### src/rtl/uart_pkg.sv
// rtl/uart_pkg.sv - shared types and constants for the UART receive path
package uart_pkg;

  localparam int DATA_BITS        = 8;
  localparam int CLKS_PER_BIT_DEF = 4166;

  typedef enum logic [2:0] {
    ST_IDLE,
    ST_START,
    ST_DATA,
    ST_STOP,
    ST_BREAK
  } rx_state_e;

endpackage

### src/rtl/sync_fifo.sv
// rtl/sync_fifo.sv - first-word-fall-through byte FIFO
module sync_fifo #(
  parameter int WIDTH = 8,
  parameter int DEPTH = 4
) (
  input  logic                     clk_in,
  input  logic                     rst,
  input  logic                     push,
  input  logic [WIDTH-1:0]         push_data,
  input  logic                     pop,
  output logic [WIDTH-1:0]         head,
  output logic                     full,
  output logic                     empty,
  output logic [$clog2(DEPTH):0]   count
);

  localparam int AW = $clog2(DEPTH);
  localparam logic [AW:0] FULL_CNT = (AW+1)'(DEPTH);

  logic [WIDTH-1:0] mem_q [DEPTH];
  logic [AW-1:0]    wr_ptr_q;
  logic [AW-1:0]    rd_ptr_q;
  logic [AW:0]      count_q;
  logic             do_push;
  logic             do_pop;

  assign full  = (count_q == FULL_CNT);
  assign empty = (count_q == '0);
  assign count = count_q;
  assign head  = mem_q[rd_ptr_q];

  // A pop frees a slot in the same cycle, so a full FIFO can still accept a push alongside it
  assign do_pop  = pop && !empty;
  assign do_push = push && (!full || do_pop);

  // Storage, pointers and occupancy count
  always_ff @(posedge clk_in or negedge rst) begin
    if (!rst) begin
      for (int i = 0; i < DEPTH; i++) begin
        mem_q[i] <= '0;
      end
      wr_ptr_q <= '0;
      rd_ptr_q <= '0;
      count_q  <= '0;
    end else begin
      if (do_push) begin
        mem_q[wr_ptr_q] <= push_data;
        wr_ptr_q        <= wr_ptr_q + 1'b1;
      end
      if (do_pop) begin
        rd_ptr_q <= rd_ptr_q + 1'b1;
      end
      case ({do_push, do_pop})
        2'b10:   count_q <= count_q + 1'b1;
        2'b01:   count_q <= count_q - 1'b1;
        default: count_q <= count_q;
      endcase
    end
  end

endmodule

### src/rtl/uart_rx_fifo.sv
// rtl/uart_rx_fifo.sv - 8N1 UART receiver feeding a FWFT byte FIFO with sticky error flags
module uart_rx_fifo import uart_pkg::*; #(
  parameter int CLKS_PER_BIT = CLKS_PER_BIT_DEF,
  parameter int FIFO_DEPTH   = 4
) (
  input  logic                          clk_in,
  input  logic                          rst,
  input  logic                          rx_line_uart,
  input  logic                          rd_en,
  input  logic                          clr_err,
  output logic [7:0]                    rx_data,
  output logic                          rx_valid,
  output logic [$clog2(FIFO_DEPTH):0]   fifo_count,
  output logic                          frame_err,
  output logic                          overrun,
  output logic                          rx_busy
);

  localparam int TW = $clog2(CLKS_PER_BIT);
  localparam int BW = $clog2(DATA_BITS);
  localparam logic [TW-1:0] HALF_LAST = TW'(CLKS_PER_BIT / 2 - 1);
  localparam logic [TW-1:0] BIT_LAST  = TW'(CLKS_PER_BIT - 1);
  localparam logic [BW-1:0] IDX_LAST  = BW'(DATA_BITS - 1);

  logic                 sync1_q;
  logic                 sync2_q;
  logic                 rxs;
  rx_state_e            state_q;
  logic [TW-1:0]        timer_q;
  logic [BW-1:0]        bit_idx_q;
  logic [DATA_BITS-1:0] shift_q;
  logic                 busy_q;
  logic                 frame_err_q;
  logic                 overrun_q;
  logic                 bit_end;
  logic                 stop_sample;
  logic                 push;
  logic                 ferr_set;
  logic                 ovr_set;
  logic                 fifo_full;
  logic                 fifo_empty;

  // Two-flop synchronizer; resets to the idle-high line level
  always_ff @(posedge clk_in or negedge rst) begin
    if (!rst) begin
      sync1_q <= 1'b1;
      sync2_q <= 1'b1;
    end else begin
      sync1_q <= rx_line_uart;
      sync2_q <= sync1_q;
    end
  end

  assign rxs = sync2_q;

  // The stop-sample edge is also the FIFO write edge, so the byte is visible the following cycle
  assign bit_end     = (timer_q == BIT_LAST);
  assign stop_sample = (state_q == ST_STOP) && bit_end;
  assign push        = stop_sample && rxs;
  assign ferr_set    = stop_sample && !rxs;
  assign ovr_set     = push && fifo_full && !rd_en;

  // Receive FSM: start validation at mid-bit, then one sample per bit period
  always_ff @(posedge clk_in or negedge rst) begin
    if (!rst) begin
      state_q   <= ST_IDLE;
      timer_q   <= '0;
      bit_idx_q <= '0;
      shift_q   <= '0;
      busy_q    <= 1'b0;
    end else begin
      case (state_q)
        ST_IDLE: begin
          if (!rxs) begin
            state_q <= ST_START;
            timer_q <= '0;
            busy_q  <= 1'b1;
          end
        end
        ST_START: begin
          if (timer_q == HALF_LAST) begin
            timer_q   <= '0;
            bit_idx_q <= '0;
            if (!rxs) begin
              state_q <= ST_DATA;
            end else begin
              state_q <= ST_IDLE;
              busy_q  <= 1'b0;
            end
          end else begin
            timer_q <= timer_q + 1'b1;
          end
        end
        ST_DATA: begin
          if (bit_end) begin
            timer_q   <= '0;
            shift_q   <= {rxs, shift_q[DATA_BITS-1:1]};
            bit_idx_q <= bit_idx_q + 1'b1;
            if (bit_idx_q == IDX_LAST) begin
              state_q <= ST_STOP;
            end
          end else begin
            timer_q <= timer_q + 1'b1;
          end
        end
        ST_STOP: begin
          if (bit_end) begin
            timer_q <= '0;
            if (rxs) begin
              state_q <= ST_IDLE;
              busy_q  <= 1'b0;
            end else begin
              state_q <= ST_BREAK;
            end
          end else begin
            timer_q <= timer_q + 1'b1;
          end
        end
        ST_BREAK: begin
          if (rxs) begin
            state_q <= ST_IDLE;
            busy_q  <= 1'b0;
          end
        end
        default: begin
          state_q <= ST_IDLE;
          busy_q  <= 1'b0;
        end
      endcase
    end
  end

  // Sticky status flags; a set event outranks a simultaneous clear
  always_ff @(posedge clk_in or negedge rst) begin
    if (!rst) begin
      frame_err_q <= 1'b0;
      overrun_q   <= 1'b0;
    end else begin
      if (ferr_set)      frame_err_q <= 1'b1;
      else if (clr_err)  frame_err_q <= 1'b0;
      if (ovr_set)       overrun_q   <= 1'b1;
      else if (clr_err)  overrun_q   <= 1'b0;
    end
  end

  sync_fifo #(
    .WIDTH (DATA_BITS),
    .DEPTH (FIFO_DEPTH)
  ) u_fifo (
    .clk_in    (clk_in),
    .rst       (rst),
    .push      (push),
    .push_data (shift_q),
    .pop       (rd_en),
    .head      (rx_data),
    .full      (fifo_full),
    .empty     (fifo_empty),
    .count     (fifo_count)
  );

  assign rx_valid  = !fifo_empty;
  assign frame_err = frame_err_q;
  assign overrun   = overrun_q;
  assign rx_busy   = busy_q;

endmodule

### config.mk
export PLATFORM = sky130hd
export DESIGN_NAME = uart_rx_fifo
export DESIGN_NICKNAME = d
export VERILOG_FILES = /design/src/rtl/uart_pkg.sv /design/src/rtl/sync_fifo.sv /design/src/rtl/uart_rx_fifo.sv
export SDC_FILE = /design/constraint.sdc
export NUM_CORES = 1
export LEC_CHECK = 0
export ABC_CLOCK_PERIOD_IN_PS = 3600
export CELL_PAD_IN_SITES_DETAIL_PLACEMENT = 0
export CELL_PAD_IN_SITES_GLOBAL_PLACEMENT = 2
export CORE_UTILIZATION = 46
export CTS_BUF_LIST = sky130_fd_sc_hd__clkbuf_4
export CTS_CLUSTER_DIAMETER = 100
export DETAILED_ROUTE_END_ITERATION = 10
export PLACE_DENSITY = 0.95
export SKIP_CTS_REPAIR_TIMING = 1
export SYNTH_ARGS = -nofsm -noshare
export SYNTH_HDL_FRONTEND = slang
export SYNTH_SLANG_ARGS = --single-unit
### constraint.sdc
create_clock -name clk_in -period 3.6 [get_ports clk_in]
set_input_delay 0.72 -clock clk_in [delete_from_list [all_inputs] [get_ports clk_in]]
set_output_delay 0.72 -clock clk_in [all_outputs]
set_load 0.05 [all_outputs]
# Yosys cells after proc, flatten, opt, wreduce, memory -nomap -nowiden
# Index checks and enable logic that the tools add are counted.
dict set report word_totals {
  reg_bits 71
  latchBits 0
  ram_bits 0
  rom_bits 0
  inputBits 5
  output_inout_bits 15
  word_cells 101
  n_memories 0
}
dict set report classes {
  addsub 6
  mul 0
  div 0
  n_lt_le_gt_ge 3
  eq_ne 16
  n_shift 0
  n_mux 31
  bitwise_logic 3
  n_reduce_logical 26
}
# cell count
set ops {}
lappend ops {{2-to-1 mux 13 bit} 3}
lappend ops {{one-hot mux 13 bit (3 select lines)} 1}
lappend ops {{bitwise mux 32 bit} 1}
lappend ops {{2-to-1 mux 3 bit} 9}
lappend ops {{2-to-1 mux 8 bit} 3}
lappend ops {{binary-select mux 8 bit (select 2 bit)} 1}
lappend ops {{demux 8 bit (select 2 bit)} 1}
lappend ops {{one-hot mux 3 bit (5 select lines)} 1}
lappend ops {{adder 13 x 1 -> 13 bit (second input constant)} 1}
lappend ops {{equality test 13 x 12 -> 1 bit (second input constant)} 1}
lappend ops {{equality test 13 bit (second input constant)} 1}
lappend ops {{!= test 2 bit (second input constant)} 6}
lappend ops {{one-hot mux 3 bit (2 select lines)} 2}
lappend ops {{equality test 3 bit (second input constant)} 3}
lappend ops {{logical AND 1 bit} 8}
lappend ops {{nonzero test 2 bit} 4}
lappend ops {{2-to-1 mux 1 bit} 7}
lappend ops {{adder 3 x 1 -> 3 bit (second input constant)} 2}
lappend ops {{equality test 3 x 2 -> 1 bit (second input constant)} 2}
lappend ops {{greater-or-equal comparator 3 bit (second input constant)} 2}
lappend ops {{zero test 3 bit} 2}
lappend ops {{NOT 2 -> 3 bit} 2}
lappend ops {{AND reduction 6 bit} 1}
lappend ops {{one-hot mux 1 bit (5 select lines)} 1}
lappend ops {{15 further kinds} 20}

# Longest topological paths before layout
dict set report logic_depth {
  ltp_word 7
  depth_mapped 11
  ltp_nobuf 11
}

# Cells and area by module
# Synthesis repeated with hierarchy kept, for this count alone.
dict set report hier_totals {
  cells_unflattened 286
  hier_area_um2 3455.8
}
# mod instances cells_per_inst area_per_inst_um2 seq_area_each_um2
set modules_own_cells {}
lappend modules_own_cells {sync_fifo 1 115 1801.7 975.9}
lappend modules_own_cells {uart_rx_fifo 1 171 1654.1 803.3}

# Least setup slack after synthesis
# Ideal clock, no wire load.
dict set report synth_timing {
  path_kind {flip-flop to flip-flop}
  start {register u_fifo.count_q[0], in the netlist u_fifo.count[0]}
  end {register u_fifo.count_q[2], in the netlist u_fifo.count[2]}
  setup_ps 82
  arrival_time_ps 2373
  required_ps 3518
  path_slack_ps 1145
  stages_incl_launch_ff 9
  n_path_buf 0
  period_less_slack_ps 2455
  path_cell_list {dfrtp_1 -> or3_1 -> and2_1 -> ha_1 -> inv_1 -> fa_1 -> xor2_1 -> nor2_1 -> xor2_1}
}
dict set report synth_between {
  elab_chain_len 7
  elab_cells_between_ends 13
  cone_classes {add/sub: 2; eq/ne: 3; mux: 1; reduce/logical: 7}
}
# item line_no
set synth_rtl {}
lappend synth_rtl {{start, declared} sync_fifo.sv:23} ;# logic [AW:0] count_q;
lappend synth_rtl {{start signal, assigned} sync_fifo.sv:54} ;# 2'b10: count_q <= count_q + 1'b1;
lappend synth_rtl {{start signal, assigned} sync_fifo.sv:55} ;# 2'b01: count_q <= count_q - 1'b1;
lappend synth_rtl {{start signal, assigned} sync_fifo.sv:56} ;# default: count_q <= count_q;
lappend synth_rtl {{zero test 3 bit *} sync_fifo.sv:28} ;# assign empty = (count_q == '0);
lappend synth_rtl {{zero test 1 bit *} n/a}
lappend synth_rtl {{named net rx_valid} uart_rx_fifo.sv:12} ;# output logic rx_valid,
lappend synth_rtl {{logical AND 1 bit *} sync_fifo.sv:33} ;# assign do_pop = pop && !empty;
lappend synth_rtl {{named net u_fifo.do_pop} sync_fifo.sv:25} ;# logic do_pop;
lappend synth_rtl {{logical OR 1 bit} sync_fifo.sv:34} ;# assign do_push = push && (!full || do_pop);
lappend synth_rtl {{logical AND 1 bit} sync_fifo.sv:34}
lappend synth_rtl {{equality test 2 x 1 -> 1 bit or equality test 2 bit (tied branches)} sync_fifo.sv:53} ;# case ({do_push, do_pop})
lappend synth_rtl {{one-hot mux 3 bit (2 select lines) or nonzero test 2 bit (tied branches)} n/a}
# Mark *: on every way through the listed nets, which the timed path passes. The rest lies on a longest branch.
# A chain may end at the register's enable or synchronous reset.

# Worst setup path in the final report
dict set report layout_timing {
  start {register u_fifo.rd_ptr_q[0]}
  end {output rx_data[6]}
}
dict set report layout_between {
  elab_chain_len 4
}
# item line_no
set layout_rtl {}
lappend layout_rtl {{start, declared} sync_fifo.sv:22} ;# logic [AW-1:0] rd_ptr_q;
lappend layout_rtl {{start signal, assigned} sync_fifo.sv:51} ;# rd_ptr_q <= rd_ptr_q + 1'b1;
lappend layout_rtl {{NOT 2 -> 3 bit (not written as such)} sync_fifo.sv:30} ;# assign head = mem_q[rd_ptr_q];
lappend layout_rtl {{binary-select mux 8 bit (select 2 bit)} sync_fifo.sv:30}
lappend layout_rtl {{2-to-1 mux 8 bit (not written as such) (2 in series)} sync_fifo.sv:30}
lappend layout_rtl {{end, declared} uart_rx_fifo.sv:11} ;# output logic [7:0] rx_data,
# No other way between the ends. The select of a mux whose other input is x is not followed.

==> impl_metrics.json <==
{
  "synthDistinctLibCells": 43,
  "stdcell_count": 399,
  "synth_common_cells": "69 x dfrtp_1, 41 x mux2_2, 16 x nand2_1, 16 x o21ai_0, 12 x inv_1",
  "power_frac_clock": 0.272,
  "rsz0062_at_grt": "no",
  "synth-main-ff-cell": "dfrtp_1",
  "antenna_left": 0,
  "post-place-ws_ps": 712,
  "die_h_um": 88.6,
  "dr.pass1.iters": 4,
  "portBuffers": 19,
  "grt_overflow": 0,
  "finalCriticalPeriod_ps": 3200,
  "holdCritPathClass": "input pin to async pin",
  "core_mm2": 0.00725,
  "yosysWarnings": 0,
  "top_level_ports": 20,
  "final_max_slew_viol_count": 0,
  "num_rows": 31,
  "layout-drive-gt1-share": 0.250,
  "async_flop_share": 1.00,
  "post-route-drc-count": 0,
  "grt_pass1_vias": 2108,
  "synth_xor_area_frac": 0.0152,
  "slew_headroom": 0.509,
  "gp_congestion": 0.765,
  "combPwrFrac": 0.165,
  "endpoint_kind": "primary output",
  "fmax_mhz": 312,
  "synth_most_common_cell": "dfrtp_1",
  "p_seq_frac": 0.562,
  "drv_cap": 0,
  "n_antenna_cell": 0,
  "skew_ps": 10.0,
  "synth_nets": 288,
  "antenna_found_initial": 0,
  "ys_seq_area_frac": 0.516,
  "clk_latency_ps": 410,
  "synth-simple-area-share": 0.124,
  "setup-violations-final": 0,
  "h-tree-depth": 3,
  "p_sw_frac": 0.326,
  "wirelength_um": 6250,
  "grt_pass1_wl_um": 10400,
  "leakagePower_nw": 1.76,
  "fin_nets": 311,
  "hold_slack_ps": 319,
  "die_x_um": 88.6,
  "dpl.cell_count": 383,
  "dieArea_mm2": 0.00785,
  "synthMuxAreaShare": 0.195,
  "synth_top_family_by_area": "multiplexers",
  "worst_pin_slew_ps": 736,
  "avgSynthCellArea_um2": 12.7,
  "area_growth_pct": 10.8,
  "ir_drop_uv": 150,
  "cts_buffers": 9,
  "intPower_mw": 1.09,
  "clk_pin_slew_ps": 120,
  "worst_slack_ps": 396,
  "start_kind": "register",
  "synth_top_cell_by_area": "dfrtp_1",
  "netlist_area_mm2": 0.00345,
  "avgViaCountPerCell": 5.35,
  "cts_max_path_buffers": 2,
  "wire_per_inst_um": 15.7,
  "synth_compound_area_frac": 0.0707,
  "cts_num_sinks": 71,
  "status": "finished, final reports clean",
  "net-switching-power_mw": 0.527,
  "crit_fanout": 10,
  "pwr_density_cell_mw_per_mm2": 423,
  "yosys_register_bits": 71,
  "crit_arrival_ps": 2480,
  "grt_max_degree": 30,
  "grt_use_total": 0.178,
  "drt-initial-drc-count": 71,
  "initial_core_util": 0.476,
  "tns_ps": 0,
  "clockRootBuffer": "clkbuf_4",
  "synth_area_leaders": "dfrtp_1 50%, mux2_2 13%, mux4_2 5.2%",
  "synth_fa_ha_area_frac": 0.0450,
  "synth_top_area_frac": 0.500,
  "synthCells": 272,
  "period_share": 0.890,
  "synth_edf_count": 0,
  "path_class": "register to primary output",
  "cts_tree": "built",
  "post-dp-hpwl_um": 4240,
  "vias": 2133,
  "crit_required_ps": 2880,
  "finalHoldViolCount": 0
}
==> cell type report <==
cell class	instances	area [µm²]
Tap cell	99	124
Timing Repair Buffer	22	208
Fill cell	643	3430
Clock inverter	7	48.8
Multi-Input combinational cell	179	1550
Sequential cell	71	1780
Inverter	12	45.0
Clock buffer	9	67.6
==> stage by stage <==
stage,total power [mW],utilization,cell area [µm²]
CTS,1.64,0.527,3820
global route,1.70,0.527,3820
global placement,1.19,0.511,3710
detailed placement,1.20,0.511,3710
finish,1.62,0.527,3820
floorplan,1.10,-,3450
==> worst max-delay path, stage by stage, from the launching register on <==
cell and delay [ps]:
dfrtp_1 760, mux4_2 590, clkdlybuf4s50_1 710
==> cell families (layout without fill, tap and decap cells) <==
family,after synthesis,count (layout)
xor gates and xnor gates,6,6
and+or+nand+nor,71,71
muxes,52,52
buffers and inverters,22,50
DFF,71,71
AOI/OAI and AO/OA,38,38
adders and majority gates,12,12
==> metal layers <==
layer	vias to the layer above	part of all wire	track usage	wire length [µm]
met1	1067	0.51	0.256	3170
met4	0	0.014	0.0616	89
met2	29	0.45	0.259	2830
met5	-	0	0	0
li1	1030	-	-	-
met3	7	0.026	0.0504	164
==> placed cells by master, fill, tap and decap left out, drive strengths merged, types with 4 or more instances in the layout <==
cell type,Yosys,routed
a21oi,5,5
a22o,9,9
and2,5,5
and3,4,4
buf,7,4
clkbuf,3,9
clkdlybuf4s50,0,18
dfrtp,69,69
ha,10,10
inv,12,13
mux2,41,41
mux4,8,8
nand2,16,16
nand3,6,6
nor2,8,8
nor2b,7,7
nor3,4,4
nor4,5,5
o21ai,16,16
==> registers in the layout, summed over array words and instances, names as in the netlist <==
register	count
bit_idx_q	3
rx_busy	1
timer_q	13
rxs	1
u_fifo.rd_ptr_q	2
state_q	3
u_fifo.mem_q	32
u_fifo.wr_ptr_q	2
shift_q	8
overrun	1
frame_err	1
u_fifo.count	3
sync1_q	1
==> worst paths after layout <==
path,startpoint,endpoint,slack [ps],depth (start not counted)
worst max-delay path,u_fifo.rd_ptr_q[0]$_DFFE_PN0P_,rx_data[6],400,2
worst min-delay path,rst,timer_q[8]$_DFFE_PN0P_,320,1
max in group asynchronous,rst,shift_q[3]$_DFFE_PN0P_,2530,2
worst min register to register,sync1_q$_DFF_PN1_,rxs$_DFF_PN1_,370,0
worst max register to register,timer_q[0]$_DFFE_PN0P_,timer_q[0]$_DFFE_PN0P_,880,7
min in group clk_in,sync1_q$_DFF_PN1_,rxs$_DFF_PN1_,370,0
==> power groups by stage <==
stage / Sequential, mW / Combinational (mW) / Clock [mW]
after global routing: 0.918 / 0.288 / 0.494
after detailed placement: 0.928 / 0.270 / 0
after global placement: 0.926 / 0.266 / 0
final: 0.910 / 0.268 / 0.441
after floorplan: 0.926 / 0.175 / 0
after CTS: 0.912 / 0.272 / 0.455
No activity file was read; power rests on OpenSTA's default activity.
